<file path="src/rtl/regfile_wb_arbiter.sv">
// regfile_wb_arbiter: round-robin write-back arbiter feeding the register file's
// single write port through a registered output stage.
module regfile_wb_arbiter #(
    parameter int NREQ = 3,
    parameter int GW = $clog2(NREQ)
) (
    input  logic              clk,
    input  logic              rst,
    input  logic [NREQ-1:0]   req_valid,
    input  logic [NREQ*5-1:0] req_rd,
    input  logic [NREQ*32-1:0] req_wd,
    output logic [NREQ-1:0]   req_ready,
    input  logic              wb_stall,
    output logic              RegWrite,
    output logic [4:0]        rd,
    output logic [31:0]       wd,
    output logic [GW-1:0]     grant_id,
    output logic              busy
);
    logic [GW-1:0] ptr, win;
    logic [GW:0]   idx;
    logic          hit;
    logic [4:0]    sel_rd;
    logic [31:0]   sel_wd;
    always_comb begin
        win = '0;
        hit = 1'b0;
        idx = '0;
        for (int k = 0; k < NREQ; k++) begin
            idx = {1'b0, ptr} + (GW+1)'(k);
            idx = (idx >= (GW+1)'(NREQ)) ? idx - (GW+1)'(NREQ) : idx;
            if (!hit && !rst && !wb_stall && req_valid[idx[GW-1:0]]) begin
                win = idx[GW-1:0];
                hit = 1'b1;
            end
        end
    end
    assign req_ready = hit ? NREQ'(1) << win : '0;
    assign sel_rd    = req_rd[5*win +: 5];
    assign sel_wd    = req_wd[32*win +: 32];
    assign busy      = |req_valid && !wb_stall && !rst;
    always_ff @(posedge clk) begin
        if (rst) begin
            ptr      <= '0;
            RegWrite <= 1'b0;
            rd       <= '0;
            wd       <= '0;
            grant_id <= '0;
        end else begin
            RegWrite <= hit && (sel_rd != 5'd0);
            if (hit) begin
                ptr      <= (win == GW'(NREQ-1)) ? '0 : win + 1'b1;
                rd       <= sel_rd;
                wd       <= sel_wd;
                grant_id <= win;
            end
        end
    end
endmodule

</file>
<file path="config.mk">
export PLATFORM = sky130hd
export DESIGN_NAME = regfile_wb_arbiter
export DESIGN_NICKNAME = d
export VERILOG_FILES = /design/src/rtl/regfile_wb_arbiter.sv
export SDC_FILE = /design/constraint.sdc
export NUM_CORES = 1
export LEC_CHECK = 0
export BUFFER_PORTS_ARGS = -buffer_cell sky130_fd_sc_hd__buf_2
export CORE_ASPECT_RATIO = 1.5
export CORE_MARGIN = 2
export CORE_UTILIZATION = 25
export DETAILED_ROUTE_END_ITERATION = 10
export PLACE_DENSITY_LB_ADDON = 0.1
export SLEW_MARGIN = 30
export SYNTH_ARGS = -nofsm -noshare
export SYNTH_HDL_FRONTEND = slang
export SYNTH_SLANG_ARGS = --single-unit
</file>
<file path="constraint.sdc">
create_clock -name clk -period 6.35 [get_ports clk]
set_input_delay 0.9525 -clock clk [delete_from_list [all_inputs] [get_ports clk]]
set_output_delay 0.9525 -clock clk [all_outputs]
set_load 0.02 [all_outputs]
</file>
Word-level counts from Yosys, hierarchy flattened

Cells that the tools add are included.

Register bits after elaboration: 42
Input bits: 117
Output and inout port bits: 44
Logic and storage cells: 56

Add/subtract/negate cells: 6
$mul: 1
$lt $le $gt $ge: 6
Eq/ne operators: 1
Shift-type cells: 3
Muxes and demuxes: 17
Reductions and logical operators: 17

Operators with widths:

| kind                | count |
|---|---|
| $shiftx 96x8->32    | 1 |
| $shiftx 15x6->5     | 1 |
| $mux 2              | 7 |
| $logic_and 1x1->1   | 11 |
| $lt 2x3->1 const B  | 3 |
| $bmux 1 s2          | 3 |
| $ge 3x2->1 const B  | 2 |
| $mux 1              | 6 |
| $sub 2x2->2 const B | 3 |
| $mul 3x2->5 const A | 1 |
| $reduce_bool 5->1   | 1 |
| $logic_not 1->1     | 4 |
| $add 2x1->3 const B | 1 |
| $add 2x2->3 const B | 1 |
| $mux 3              | 1 |
| $reduce_or 3->1     | 1 |
| $shl 1x2->3 const A | 1 |
| $add 2x1->2 const B | 1 |
| $eq 2x2->1 const B  | 1 |
| $ge 2x2->1 const B  | 1 |

Logic depth before layout (Yosys ltp)

Gate-level depths: netlist of the first run.

Depth in word-level cells: 20
Depth in mapped cells: 11

Least setup slack after synthesis of the first run

No wires, ideal clock.

Kind: input -> output
Start point: in req_valid[2]
End point: out req_ready[0]
Arrival: 2.491 ns
Data required time: 5.398 ns
Setup slack: 2.907 ns
Stages on the path: 7
Buffers on the path: 1
Cell sequence: mux2i_1 > o22ai_4 > o31a_2 > buf_6 > nor2_1 > or3_1 > inv_1

Word-level cells in the longest chain between the ends: 16
Elaborated cells on any way between the ends: 23

RTL lines:

| what                            | RTL line | text |
|---|---|---|
| from (decl)                     | 9        | `input logic [NREQ-1:0] req_valid,` |
| $bmux 1 s2                      | 32       | `if (!hit && !rst && !wb_stall && req_valid[idx[GW-1:0]]) begin` |
| $mux 1 (not written as such)    | 32       |  |
| $logic_and 1x1->1               | 32       |  |
| $mux 1                          | 32       |  |
| $logic_not 1->1                 | 32       |  |
| $logic_and 1x1->1 (3 in series) | 32       |  |
| $mux 1                          | 32       |  |
| $logic_not 1->1                 | 32       |  |
| $logic_and 1x1->1 (3 in series) | 32       |  |
| $mux 2                          | 32       |  |
| $shl 1x2->3                     | 38       | `assign req_ready = hit ? NREQ'(1) << win : '0;` |
| $mux 3 (*)                      | 38       |  |
| to (decl)                       | 12       | `output logic [NREQ-1:0] req_ready,` |

Mark *: on every way between the ends. The rest lies on a longest branch, timed or not. The select of a mux whose other input is x is not followed.

Final worst setup path of the first run

Start point: reg ptr[0]
End point: out req_ready[0]

Word-level cells in the longest chain between the ends: 18
Elaborated cells on any way between the ends: 34

RTL lines:

| what                                             | RTL line | text |
|---|---|---|
| from (decl)                                      | 20       | `logic [GW-1:0] ptr, win;` |
| from (signal assigned)                           | 52       | `ptr <= (win == GW'(NREQ-1)) ? '0 : win + 1'b1;` |
| $sub 2x2->2 / $ge 2x2->1 (equally long branches) | 31       | `idx = (idx >= (GW+1)'(NREQ)) ? idx - (GW+1)'(NREQ) : idx;` |
| $mux 2                                           | 31       |  |
| $bmux 1 s2                                       | 32       |  |
| $mux 1 (not written as such)                     | 32       |  |
| $logic_and 1x1->1                                | 32       |  |
| $mux 1                                           | 32       |  |
| $logic_not 1->1                                  | 32       |  |
| $logic_and 1x1->1 (3 in series)                  | 32       |  |
| $mux 1                                           | 32       |  |
| $logic_not 1->1                                  | 32       |  |
| $logic_and 1x1->1 (3 in series)                  | 32       |  |
| $mux 2                                           | 32       |  |
| $shl 1x2->3                                      | 38       |  |
| $mux 3 (*)                                       | 38       |  |

Marks and branches as above.

==> metrics.md, run 1 <==
| Metric | Value |
|---|---|
| DRC violations left | 0 |
| Ordered cell list for the critical path | inv_1 > ha_1 > nor2b_1 > o21a_2 > o31a_2 > nor2_1 > or3_1 > inv_1 > buf_2 |
| Crit path time final | 4.02 ns |
| Setup TNS Final | 0 ns |
| CP required | 5.40 ns |
| CTS H-tree lvls | 2 |
| Slew Viols, Final | 0 |
| CTS Buf Count | 5 |
| Max rail drop VDD | 0.124 mV |
| Hold Path Class | flip-flop to flip-flop |
| RSZ-0062 raised after global routing | no |
| Quantity of gates resized following cts | 0 |
| Setup violations, final | 0 |
| Fin crit share | 63.4% |
| Routability cong. | 0.825 |
| Layout area overhead | 34.9% |
| Antenna cells | 0 |
| Worst path slowest cell | o31a_2 |
| Synth Instances | 356 |
| First-pass GRT wire length | 15.7 mm |
| CTS tree | done |
| FILL cells | 1278 |
| Most common cell after layout, fill and taps aside | buf_2 |
| Startpoint types | flip-flop |
| Initial DRC Count | 129 |
| Register area | 841 µm² |
| Clock sinks | 42 |
| Hold_buf cts | 0 |
| Critical R2R Launch | ptr[0] |
| Power per Cell Area | 220 nW/µm² |
| Cell count of the worst hold path | 2 |
| Maximum clock insertion buffer count | 2 |
| Distinct cells, synth | 37 |
| DRT Wirelength | 9.93 mm |
| R2R depth | 9 |
| Leakage | 1.76 nW |
| Relative slew slack | 45.7% |
| Outcome | completed |
| All-layer global routing usage | 16.1% |
| Die width | 90.2 µm |
| Die ar. | 12000 µm² |
| Slowest stage delay, CP | 0.66 ns |
| GRT overflow | 0 |
| Port Buffers | 160 |
| Sequential share of the synthesized area | 30.2% |
| Largest net degree at the start of global routing | 81 |
| CP Launch Point | ptr[0] |
| CP Max Fanout | 39 |
| Clock Skews | 0.00573 ns |
| Net count after synthesis | 476 |
| Core area | 10900 µm² |
| Cell Area, Placed | 3590 µm² |
| Initial antenna violation count | 1 |
| Arrival time worst endpoint | 3.07 ns |
| Pre-Repair DR Iteration Count | 4 |
| Net count, final | 610 |
| CTS Root Cell | clkbuf_16 |
| HPWL Detailed | 7.03 mm |
| FMAX | 248 MHz |
| Area of the multi-input gates | 1720 µm² |
| Synth Warn # | 0 |
| Clock slew at reported path FFs | 0.06 ns |
| Placed cells | 630 |
| Vias in the first global route | 3207 |
| Avg Inst Size Synth | 7.83 µm² |
| Worst-margin pin slew | 0.814 ns |
| Via count | 3170 |
| Post-synthesis register bit count | 42 |
| Post-route ant nets | 0 |
| Share of post-route cells with drive strength above 1 | 37.3% |
| Worst-Skew Late Latency | 0.29 ns |
| R2R setup slack | 3.27 ns |
| Pwr Total | 0.828 mW |
| Io pins | 161 |
| Hold violation count in the final report | 0 |
| Most frequent cells in the layout | buf_2, nor2_1, dfxtp_1 |
| WL/cell | 15.6 µm |
| Kind of critical path | flip-flop to output port |
| Final std cells w/o fill | 638 |
| Crit end category | output port |
| Most used cell, CP | inv_1 |
| Via-to-Cell Ratio | 4.97 |
| Initial Util | 25.5% |
| Design area | 3760 µm² |
| Post-CTS Setup Bufs | 0 |
| Cell Rows | 47 |
| Max_cap viols | 0 |
| Mapped Area | 2790 µm² |
| Hold_sp | rd[4] |
| Final core utilization | 34.4% |
| DIE HEIGHT | 133 µm |
-- power breakdown --
group / internal, mW / total, mW / switching, mW
clock: 0.186 / 0.291 / 0.106
combinational: 0.0890 / 0.234 / 0.145
sequential: 0.290 / 0.303 / 0.0130
total: 0.564 / 0.828 / 0.263
-- through the flow --
stage,hold WS (ns),setup slack [ns]
after floorplan,0.453,2.91
after global placement,0.441,2.37
after detailed placement,0.440,2.31
after CTS,0.448,2.32
after global routing,0.483,2.08
final,0.446,2.33
-- state kept, by name, indices dropped and copies added (netlist names) --
register and count:
wd 32, grant_id 2, rd 5, RegWrite 1
ptr 2
-- cell type report --
type | count | share of cell area, %
clock inverter | 2 | 0.998
clock buffer | 6 | 3.43
sequential | 42 | 22.4
inverter | 4 | 0.399
multi-input combinational | 272 | 45.6
timing repair buffer | 165 | 22.3
tap | 147 | 4.89
-- routing by layer --
layer  GRT usage [%]  routed length [µm]  part of all wire, %
met5               0                  13                 0.13
met4            7.09                 309                  3.1
met3            3.96                 546                  5.5
met2            29.6                5120                   52
met1            17.3                3950                   40
-- path summary, 6_finish.rpt --
check / endpoint
worst max register to register: rd[4]
worst min register to register: rd[4]
worst min-delay path: rd[4]
worst max-delay path: req_ready[0]
-- cells by family (layout without fill, tap and decap cells) --
| logic type | count (synthesis) | count (layout) | synth area share (%) |
|---|---|---|---|
| AOI/OAI and AO/OA | 106 | 106 | 29.9 |
| adders and majority gates | 3 | 3 | 1.35 |
| buffers and inverters | 42 | 177 | 8.57 |
| DFF | 42 | 42 | 30.2 |
| muxes | 4 | 4 | 1.89 |
| and+or+nand+nor | 159 | 159 | 28.1 |
-- synthesized netlist by cell type --
library cell / count / share of area [%]
o221a_2: 1 / 0.40
o31a_1: 1 / 0.31
a21oi_1: 8 / 1.4
a41oi_1: 1 / 0.31
a31oi_1: 4 / 0.90
nor2_1: 44 / 5.9
a21o_1: 3 / 0.81
o21a_2: 1 / 0.31
o21ai_2: 3 / 0.94
o31a_2: 1 / 0.36
inv_1: 4 / 0.54
a311o_1: 34 / 12
nand2_1: 41 / 5.5
nor2b_1: 4 / 0.90
buf_6: 4 / 1.6
ha_1: 3 / 1.3
nand3b_1: 34 / 9.2
and3b_1: 1 / 0.31
o22ai_1: 1 / 0.22
o21ai_1: 12 / 2.2
dfxtp_1: 42 / 30
mux2i_1: 3 / 1.1
o221ai_2: 1 / 0.54
or3_1: 1 / 0.22
o22a_1: 1 / 0.31
buf_2: 9 / 1.6
o21ai_0: 25 / 4.5
o21a_1: 1 / 0.27
o221a_1: 1 / 0.40
buf_4: 10 / 2.7
mux2i_4: 1 / 0.81
clkbuf_2: 2 / 0.36
o22ai_4: 1 / 0.72
o31ai_4: 2 / 1.5
nand3_1: 34 / 6.1
a211o_1: 4 / 1.3
clkbuf_1: 13 / 1.8
-- worst max-delay path, delay by kind of cell (launching register included) --
family	cells	cell delay (ns)
AOI/OAI and AO/OA	2	0.89
and+or+nand+nor	3	0.79
adders and majority gates	1	0.46
DFF	1	0.37
buffers and inverters	3	0.27
Power figures use the tool's default switching activity.
==> inputs of run 2 (changes only) <==
clock period = 4.15 ns   (was 6.35 ns; I/O delays follow)
==> metrics.md, run 2 (synthesized netlist as in run 1, its figures left out) <==
| Metric | Value |
|---|---|
| Outcome | completed |
| Largest delay share family, worst path | compound AO/OA/AOI/OAI gates |
| Clock sinks | 42 |
| Antenna cells | 0 |
| CP required | 3.53 ns |
| RR Endpoint | rd[3] |
| Pre-Repair DR Iteration Count | 4 |
| Leakage | 1.80 nW |
| Largest net degree at the start of global routing | 80 |
| CTS Buf Count | 5 |
| GRT overflow | 0 |
| Area of the multi-input gates | 1720 µm² |
| Net count, final | 614 |
| Slew Viols, Final | 0 |
| Power per Cell Area | 356 nW/µm² |
| Post-CTS Setup Bufs | 0 |
| DRT Wirelength | 9.98 mm |
| R2R setup slack | 1.44 ns |
| CTS tree | done |
| Max reg flops | 32 |
| Layout area overhead | 37.1% |
| Worst-Skew Late Latency | 0.29 ns |
| Die width | 90.2 µm |
| Cell Area, Placed | 3620 µm² |
| CTS H-tree lvls | 2 |
| Design area | 3820 µm² |
| Kind of critical path | flip-flop to output port |
| Quantity of gates resized following cts | 0 |
| Hold violation count in the final report | 0 |
| Register area | 841 µm² |
| Worst path slowest cell | or3_1 |
| Vias in the first global route | 3233 |
| Initial DRC Count | 121 |
| Startpoint types | flip-flop |
| Maximum clock insertion buffer count | 2 |
| FMAX | 316 MHz |
| Crit end category | output port |
| Routability cong. | 0.785 |
| Max_cap viols | 0 |
| CTS Root Cell | clkbuf_16 |
| Setup violations, final | 0 |
| WL/cell | 15.5 µm |
| CP Launch Point | ptr[0] |
| Critical R2R Launch | ptr[0] |
| DIE HEIGHT | 133 µm |
| Post-route ant nets | 0 |
| DRC violations left | 0 |
| Io pins | 161 |
| Clock slew at reported path FFs | 0.06 ns |
| Cell Rows | 47 |
| All-layer global routing usage | 16.4% |
| Hold Path Class | flip-flop to flip-flop |
| Most used cell, CP | inv_1 |
| CP Max Fanout | 8 |
| Setup TNS Final | 0 ns |
| Most common cell after layout, fill and taps aside | buf_2 |
| Initial Util | 25.5% |
| Core area | 10900 µm² |
| HPWL Detailed | 6.91 mm |
| Port Buffers | 160 |
| RSZ-0062 raised after global routing | no |
| Clock Skews | 0.00337 ns |
| Max rail drop VDD | 0.179 mV |
| Arrival time worst endpoint | 2.54 ns |
| Relative slew slack | 45.7% |
| Die ar. | 12000 µm² |
| Crit path time final | 3.17 ns |
| Share of post-route cells with drive strength above 1 | 38.0% |
| Biggest register | wd |
| R2R depth | 9 |
| Worst Setup EP | req_ready[0] |
| FILL cells | 1254 |
| Pwr Total | 1.36 mW |
| Largest registers | wd x32, rd x5 |
| Initial antenna violation count | 1 |
| Hold_buf cts | 0 |
| First-pass GRT wire length | 16.0 mm |
| Fin crit share | 76.3% |
| Most frequent cells in the layout | buf_2, nor2_1, dfxtp_1 |
| Slowest stage delay, CP | 0.44 ns |
| Ordered cell list for the critical path | inv_1 > ha_1 > mux2i_4 > o221a_1 > o21ai_4 > inv_1 > or3_1 > inv_1 > buf_2 |
| Via count | 3179 |
| Worst-margin pin slew | 0.815 ns |
| WP buf/inv | 4 |
| Crit path depth | 9 |
| Via-to-Cell Ratio | 4.95 |
## run 2: power by group
group	switching, mW	internal (mW)
sequential	0.0189	0.443
clock	0.171	0.362
combinational	0.226	0.140
## run 2: per-layer routing
metal	vias up	global-route usage, %	part of all wire [%]
met5	-	0	0.13
met4	2	5.98	2.6
met3	18	3.22	4.9
met2	103	31.1	53
met1	1479	18.0	39
li1	1577	-	-
## run 2: worst min-delay path, stage by stage, from the launching register on
cell and delay [ns]:
dfxtp_1 0.31, nand2_1 0.05, a21oi_1 0.05
## run 2: through the flow
step	worst slack, ns	utilization (%)	instances	hold WS, ns
finish	0.983	34.9	642	0.455
global placement	1.31	33.1	634	0.441
CTS	0.966	34.9	642	0.458
floorplan	1.19	-	356	0.453
detailed placement	1.28	33.1	634	0.448
global route	0.845	34.9	642	0.478
## run 2: final cells by class
| type | instances | share of cell area [%] |
|---|---|---|
| multi-input cells | 272 | 44.9 |
| well taps | 147 | 4.81 |
| inverters | 4 | 0.393 |
| flip-flops and latches | 42 | 22.0 |
| clock buffers | 6 | 3.63 |
| repair buffers | 169 | 22.7 |
| clock inverters | 2 | 1.57 |
## run 2: worst min path at each step
stage                  endpoint  slack, ns  depth (start not counted)        start
floorplan                ptr[1]       0.45                          2       ptr[1]
detailed placement  grant_id[0]       0.45                          2  grant_id[0]
finish              grant_id[0]       0.45                          2  grant_id[0]
CTS                 grant_id[0]       0.46                          2  grant_id[0]
global placement    grant_id[0]       0.44                          2  grant_id[0]
global route             wd[12]       0.48                          2       wd[12]
